--- config.mk ---
export PLATFORM = sky130hd
export DESIGN_NAME = truth_table_sweeper
export DESIGN_NICKNAME = d
export VERILOG_FILES = /design/src/rtl/tt_pkg.sv /design/src/rtl/tt_settle_counter.sv /design/src/rtl/truth_table_sweeper.sv
export SDC_FILE = /design/constraint.sdc
export NUM_CORES = 1
export LEC_CHECK = 0
export ABC_AREA = 1
export CORE_ASPECT_RATIO = 2
export CORE_UTILIZATION = 47
export DETAILED_ROUTE_END_ITERATION = 6
export HOLD_SLACK_MARGIN = 0.1
export PLACE_DENSITY = 0.82
export SYNTH_ARGS = -nofsm -noshare
export SYNTH_HDL_FRONTEND = slang
export SYNTH_SLANG_ARGS = --single-unit
--- constraint.sdc ---
create_clock -name clk -period 4.6 [get_ports clk]
set_clock_uncertainty 0.05 [all_clocks]
set_input_delay 0.46 -clock clk [delete_from_list [all_inputs] [get_ports clk]]
set_output_delay 0.46 -clock clk [all_outputs]
set_load 0.01 [all_outputs]
--- src/rtl/tt_pkg.sv ---
// Shared types and helpers for the truth-table sweeper.
// Holds the FSM state encoding and the rule for where each row lands in the packed table.
package tt_pkg;

    typedef enum logic [1:0] {
        TT_IDLE,
        TT_SETTLE,
        TT_SAMPLE,
        TT_DONE
    } tt_state_e;

    // Row 0 lands in the MSB, which matches the library's hex notation (gate 0x2A reads back as 8'h2A).
    localparam bit TT_ROW0_MSB = 1'b1;

    function automatic int tt_width(input int n);
        return 1 << n;
    endfunction

endpackage

--- src/rtl/tt_settle_counter.sv ---
// Loadable down-counter that paces the settle interval of each truth-table row.
// tc is high while the count is zero; the count stops at zero and does not wrap.
module tt_settle_counter #(
    parameter int WIDTH = 2
) (
    input  logic             clk,
    input  logic             rst,
    input  logic             load,
    input  logic [WIDTH-1:0] load_value,
    input  logic             dec,
    output logic             tc
);

    logic [WIDTH-1:0] count;

    always_ff @(posedge clk) begin
        if (rst) begin
            count <= '0;
        end else if (load) begin
            count <= load_value;
        end else if (dec && (count != '0)) begin
            count <= count - WIDTH'(1);
        end
    end

    assign tc = (count == '0);

endmodule

--- src/rtl/truth_table_sweeper.sv ---
// Drives every input combination of an N_IN-input gate in ascending order, samples its output
// after a settle interval, and packs the result into a hex truth table checked against a reference.
module truth_table_sweeper
    import tt_pkg::*;
#(
    parameter  int N_IN   = 3,
    parameter  int SETTLE = 2,
    localparam int TT_W   = tt_width(N_IN)
) (
    input  logic            clk,
    input  logic            rst,
    input  logic            start,
    input  logic [TT_W-1:0] expected,
    output logic [N_IN-1:0] dut_in,
    input  logic            dut_out,
    output logic            busy,
    output logic            done,
    output logic [TT_W-1:0] table_out,
    output logic            match
);

    // idx carries one spare bit so the last-row compare cannot alias on wrap.
    localparam int IDX_W = N_IN + 1;
    localparam int CNT_W = (SETTLE > 0) ? $clog2(SETTLE + 1) : 1;
    localparam logic [CNT_W-1:0] CNT_LOAD = CNT_W'((SETTLE > 0) ? SETTLE - 1 : 0);
    localparam logic [IDX_W-1:0] LAST_ROW = IDX_W'(TT_W - 1);
    localparam tt_state_e ROW_ENTRY = (SETTLE == 0) ? TT_SAMPLE : TT_SETTLE;

    tt_state_e        state;
    tt_state_e        state_next;
    logic [IDX_W-1:0] idx;
    logic [IDX_W-1:0] idx_next;
    logic [IDX_W-1:0] idx_inc;
    logic [IDX_W-1:0] row_pos;
    logic [TT_W-1:0]  exp_q;
    logic [TT_W-1:0]  exp_next;
    logic [TT_W-1:0]  table_next;
    logic [N_IN-1:0]  dut_in_next;
    logic             busy_next;
    logic             done_next;
    logic             match_next;
    logic             cnt_load;
    logic             cnt_dec;
    logic             cnt_tc;

    tt_settle_counter #(
        .WIDTH(CNT_W)
    ) u_settle (
        .clk       (clk),
        .rst       (rst),
        .load      (cnt_load),
        .load_value(CNT_LOAD),
        .dec       (cnt_dec),
        .tc        (cnt_tc)
    );

    assign idx_inc = idx + IDX_W'(1);
    assign row_pos = TT_ROW0_MSB ? (LAST_ROW - idx) : idx;

    always_comb begin
        state_next  = state;
        idx_next    = idx;
        exp_next    = exp_q;
        table_next  = table_out;
        dut_in_next = dut_in;
        busy_next   = busy;
        done_next   = 1'b0;
        match_next  = match;
        cnt_load    = 1'b0;
        cnt_dec     = 1'b0;

        case (state)
            TT_IDLE: begin
                dut_in_next = '0;
                if (start) begin
                    exp_next    = expected;
                    table_next  = '0;
                    match_next  = 1'b0;
                    idx_next    = '0;
                    busy_next   = 1'b1;
                    cnt_load    = 1'b1;
                    state_next  = ROW_ENTRY;
                end
            end
            TT_SETTLE: begin
                cnt_dec = 1'b1;
                if (cnt_tc) begin
                    state_next = TT_SAMPLE;
                end
            end
            TT_SAMPLE: begin
                table_next[row_pos[N_IN-1:0]] = dut_out;
                if (idx == LAST_ROW) begin
                    // match is registered alongside done so both appear in the same cycle.
                    match_next  = (table_next == exp_q);
                    done_next   = 1'b1;
                    busy_next   = 1'b0;
                    dut_in_next = '0;
                    state_next  = TT_DONE;
                end else begin
                    idx_next    = idx_inc;
                    dut_in_next = idx_inc[N_IN-1:0];
                    cnt_load    = 1'b1;
                    state_next  = ROW_ENTRY;
                end
            end
            TT_DONE: begin
                dut_in_next = '0;
                state_next  = TT_IDLE;
            end
            default: begin
                state_next = TT_IDLE;
            end
        endcase
    end

    always_ff @(posedge clk) begin
        if (rst) begin
            state     <= TT_IDLE;
            idx       <= '0;
            exp_q     <= '0;
            table_out <= '0;
            dut_in    <= '0;
            busy      <= 1'b0;
            done      <= 1'b0;
            match     <= 1'b0;
        end else begin
            state     <= state_next;
            idx       <= idx_next;
            exp_q     <= exp_next;
            table_out <= table_next;
            dut_in    <= dut_in_next;
            busy      <= busy_next;
            done      <= done_next;
            match     <= match_next;
        end
    end

endmodule

==> results of run 1 <==
## metal layers
metal | GRT usage | vias to the layer above | part of all wire
met2 | 0.4118 | 34 | 0.55
li1 | - | 813 | -
met4 | 0.1534 | 0 | 0.041
met3 | 0.04468 | 9 | 0.043
met5 | 0 | - | 0
met1 | 0.2262 | 731 | 0.37
## worst min-delay path: cells and delay by family, from the launching register on
family           cells  cell delay, ps
AO/OA/AOI/OAI        1              50
AND/OR/NAND/NOR      1              60
flip-flops           1             310
## where the power goes
part / leakage [nW] / internal, mW / switching [mW]
sequential: 0.245 / 0.277 / 0.0119
combinational: 0.539 / 0.0455 / 0.0736
clock: 0.0482 / 0.121 / 0.105
## per-stage QoR
step	area (µm²)	util	power, mW
floorplan	1619	-	0.3795
global placement	1846	0.5715	0.4115
detailed placement	1846	0.5715	0.4133
CTS	1937	0.5998	0.6352
global route	1937	0.5998	0.6637
finish	1937	0.5998	0.6340
## cell type report
class                      count  area share
tap                           31     0.02003
inverter                      35     0.06783
clock inverter                 1    0.002584
sequential                    30      0.3101
clock buffer                   7     0.04457
multi-input combinational    162      0.4257
timing repair buffer          25      0.1292
## cells in the final DEF (no fill, tap or decap)
master	instances
nand2_1	54
a31oi_1	1
nor3_1	1
o21ai_2	1
nand3_2	2
o211ai_1	2
clkinv_2	1
clkdlybuf4s50_1	25
or2_0	1
nand2_2	1
o21ai_1	3
a2bb2oi_1	2
clkbuf_8	6
ha_1	6
dfxtp_1	30
a211oi_1	1
a32oi_1	1
o21a_1	1
inv_2	1
nand4_2	1
nand3_1	23
nor2_1	19
inv_1	34
o21ai_0	13
nand4_1	5
clkbuf_1	1
a21oi_1	22
xor2_1	2
## path summary, 6_finish.rpt
check	end	slack (ps)	cells after the start
max	match	2510	12
max reg2reg	match	2510	12
min	dut_in[0]	420	2
min reg2reg	dut_in[0]	420	2
## cell families (layout without fill, tap and decap cells)
kind of cell | count (synthesis) | count (layout) | synth area share
compound gates | 47 | 47 | 0.1615
fa+ha+maj | 6 | 6 | 0.04637
xor+xnor | 2 | 2 | 0.01082
buf+inv | 45 | 68 | 0.1198
flops | 30 | 30 | 0.3709
simple gates | 107 | 107 | 0.2906
## flip-flops by register name, indices dropped and copies added, names as in the netlist
| register | count |
|---|---|
| match | 1 |
| busy | 1 |
| exp_q | 8 |
| dut_in | 3 |
| done | 1 |
| state | 2 |
| idx | 4 |
| u_settle.count | 2 |
| table_out | 8 |
==> flow_summary.yaml, run 1 <==
cells_and_area:
  multi_input_area_um2: 824.5
  fin_nets: 277
  final_layout_size_suffix_gt1_frac: 0.05000
  n_antenna_cell: 0
  seqCellArea_um2: 600.6
  fillCellCount: 314
  stdcell_count: 291
  area_growth_syn_to_layout_pct: 19.63
cts:
  cts.reportedPaths.clkPinSlew_ps: 70
  cts_resized: 0
  clockBufferDepth: 2
  htree_levels: 2
  clock-sinks: 30
  cts_buffers: 5
  cts_setup_buffers: 0
  cts_tree: "yes"
  clock-root-buffer: "clkbuf_8"
  hold_buffers: 0
  clock_latency_ps: 290
critical_path:
  cp_max_fo: 18
  critPathSlowestCell: "dfxtp_1"
  crit_required_ps: 4700
  crit_type: "reg -> reg"
  path_common_cell: "nor2_1"
  critPathCaptureType: "register"
  path_buf_inv: 2
  crit_start: "state[0]"
  crit_arrival_ps: 2190
  start_kind: "register"
  crit_family: "simple AND/OR/NAND/NOR gates"
  crit-reg2reg-launch: "state[0]"
  critical_path.cell_chain: "inv_1, ha_1, nand2_2, o21ai_2, inv_1, nor2_1, nand2_1, nor2_1, nand3_1, nor2_1, nor2_1, nor2_1"
  cpPeakStageDelay_ps: 380
logic_synthesis:
  synthTopCellsByArea: "dfxtp_1, nand2_1, inv_1"
  yosysMostFrequentCell: "nand2_1"
  syn-cell-area_um2: 1619
  synth_top_area_frac: 0.3709
  yosysUniqueCellTypes: 29
  syn_avg_cell_area_um2: 6.831
  synth_edf_count: 0
  syn_nets: 255
  syn_inst: 237
  synth_common_cells: "nand2_1, inv_1, dfxtp_1, nand3_1, a21oi_1"
  synth_flop_cell: "dfxtp_1"
  synth-seq-cells: 30
  synth_warnings: 0
  yosys.area.top_type: "dfxtp_1"
  ys_seq_area_frac: 0.3709
  synthArstFlopShare: 0
sta:
  whs_ps: 419.3
  fin_setup_tns_ps: 0
  final_max_slew_viol_count: 0
  rsz0062_at_grt: "false"
  finalHoldViolCount: 0
  relSlewSlack: 0.4940
  setup_slack_ps: 2513
  fin_crit_sh: 0.4536
  setup_viol: 0
  layout_min_cycle_time_ps: 2087
  fmaxAchievable_mhz: 479.2
  max_slew.worst_pin.slew_ps: 756.6
placed_design:
  hpwl_mm: 2.750
  port-buffer-count: 25
  gp_congestion: 0.8900
  place_inst: 283
  dpl_worst_slack_ps: 2287
global_routing:
  antenna_found_initial: 0
  grt_pass1_vias: 1498
  grt_pass1_wl_mm: 6.285
  grt_max_degree: 21
  overflow: 0
  grt_use_total: 0.2301
outcome:
  outcome: "complete, but fails checks"
  violations: "design-rule violations"
drt:
  vias: 1587
  first_iter_violations: 29
  ant_nets: 0
  wire_per_inst_um: 13.08
  firstDrtPassIters: 7
  wirelength_mm: 3.806
  drc: 2
  vias_per_cell: 5.454
power:
  power.leakage_nw: 0.8317
  ir_worst_vdd_mv: 0.2630
  p_per_area_nw_per_um2: 327.3
die:
  io_pins: 26
  fp-row-count: 29
  die-area_um2: 3698
  die_w_um: 43.50
  die_h_um: 85
  start_util: 0.5014
  core_um2: 3229
flow_run:
  maxCapViolCount: 0
hold_path:
  min_from: "dut_in[0]"
  holdCritPathClass: "reg -> reg"
(Power assumes the default switching activity.)
==> run 2: changes to the inputs <==
- clock period: 4.6 -> 1.97 ns (I/O delays scaled with it)
==> run 2 against run 1 <==
  * Sequential power is 130% higher
  * Combinational power grew to 2.5 times the previous value
  * Sequential cell count unchanged
  * Largest power group unchanged
  * Total power is 140% higher
  * Worst hold slack hardly changed
  * Die area did not move
  * The run still ends with design-rule violations left
  * Critical endpoint unchanged
==> flow_summary.yaml, run 2 (synthesis gave the netlist of run 1 again) <==
cts:
  clock-root-buffer: "clkbuf_8"
  cts_resized: 0
  htree_levels: 2
  clockBufferDepth: 2
  cts_tree: "yes"
  cts_setup_buffers: 0
  cts.reportedPaths.clkPinSlew_ps: 70
  cts_buffers: 5
  clock_latency_ps: 280
  hold_buffers: 0
  clock-sinks: 30
drt:
  first_iter_violations: 67
  vias: 1614
  firstDrtPassIters: 6
  drc: 2
  vias_per_cell: 5.453
  wirelength_mm: 3.975
  wire_per_inst_um: 13.43
  ant_nets: 0
sta:
  final_max_slew_viol_count: 0
  fin_setup_tns_ps: 0
  setup_viol: 0
  fin_crit_sh: 0.8957
  finalHoldViolCount: 0
  layout_min_cycle_time_ps: 1764
  relSlewSlack: 0.6721
  fmaxAchievable_mhz: 566.7
  max_slew.worst_pin.slew_ps: 491.2
  rsz0062_at_grt: "false"
  whs_ps: 419.4
die:
  core_um2: 3229
  die_h_um: 85
  io_pins: 26
  fp-row-count: 29
  start_util: 0.5014
  die_w_um: 43.50
  die-area_um2: 3698
placed_design:
  gp_congestion: 0.8959
  place_inst: 288
  hpwl_mm: 2.906
  port-buffer-count: 25
global_routing:
  grt_max_degree: 20
  overflow: 0
  grt_pass1_wl_mm: 6.389
  grt_use_total: 0.2325
  antenna_found_initial: 0
  grt_pass1_vias: 1523
cells_and_area:
  final_cell_mix: "nand2_1, inv_1, dfxtp_1, clkdlybuf4s50_1, nand3_1"
  fin_nets: 282
  final_layout_size_suffix_gt1_frac: 0.06792
  stdcell_count: 296
  n_antenna_cell: 0
  area_growth_syn_to_layout_pct: 21.95
  top_regs: "exp_q (8), table_out (8), idx (4)"
  final_common_cell: "nand2_1"
outcome:
  outcome: "complete, but fails checks"
  violations: "design-rule violations"
critical_path:
  critPathSlowestCell: "dfxtp_1"
  crit_family: "simple AND/OR/NAND/NOR gates"
  critical_path.cell_chain: "ha_1, nand4_2, nor2_1, nand2_1, nor2_1, nand3_1, nor2_1, nor2_1, nor2_1"
  critPathCaptureType: "register"
  crit_arrival_ps: 1940
  cpPeakStageDelay_ps: 500
  path_buf_inv: 0
  cp_max_fo: 7
  start_kind: "register"
  crit_type: "reg -> reg"
  crit_required_ps: 2150
  path_common_cell: "nor2_1"
power:
  power.leakage_nw: 0.8566
  p_per_area_nw_per_um2: 755.2
  ir_worst_vdd_mv: 0.6151
hold_path:
  holdCritPathClass: "reg -> reg"
flow_run:
  maxCapViolCount: 0
run 2: area by class of cell:
cell class / count / area, µm²
Clock buffer: 7 / 86.33
Clock inverter: 1 / 5.005
Fill cell: 298 / 1255
Inverter: 35 / 131.4
Multi-Input combinational cell: 162 / 824.5
Sequential cell: 30 / 600.6
Tap cell: 31 / 38.79
Timing Repair Buffer: 30 / 287.8
run 2: tightest hold or removal path, stage by stage (launching register included):
cell and delay [ps]:
dfxtp_1 310, inv_1 60, a21oi_1 50
run 2: layer usage:
| layer | vias up | wire length, µm | GRT usage |
|---|---|---|---|
| li1 | 822 | - | - |
| met1 | 725 | 1442 | 0.2325 |
| met2 | 54 | 2236 | 0.4201 |
| met3 | 13 | 177 | 0.03830 |
| met5 | - | 0 | 0 |
| met4 | 0 | 119 | 0.1477 |
run 2: report_power, final:
part | internal [mW] | leakage, nW | switching [mW]
sequential | 0.647 | 0.245 | 0.0269
combinational | 0.118 | 0.564 | 0.179
clock | 0.281 | 0.0482 | 0.238
run 2: metrics by stage:
stage	utilization	power [mW]	cell area (µm²)	worst slack, ps
6_report	0.6114	1.491	1974	205.5
5_1_grt	0.6114	1.565	1974	19.53
4_1_cts	0.6114	1.495	1974	220.5
3_5_place_dp	0.5831	0.9816	1883	168.2
3_3_place_gp	0.5831	0.9754	1883	218.8
2_1_floorplan	-	0.8861	1619	413.9
run 2: final timing paths:
check / cells past startpoint / to / startpoint / slack (ps)
worst min-delay path: 2 / exp_q[0] / exp_q[0] / 420
worst max register to register: 9 / match / idx[0] / 210
worst min register to register: 2 / exp_q[0] / exp_q[0] / 420
worst max-delay path: 9 / match / idx[0] / 210
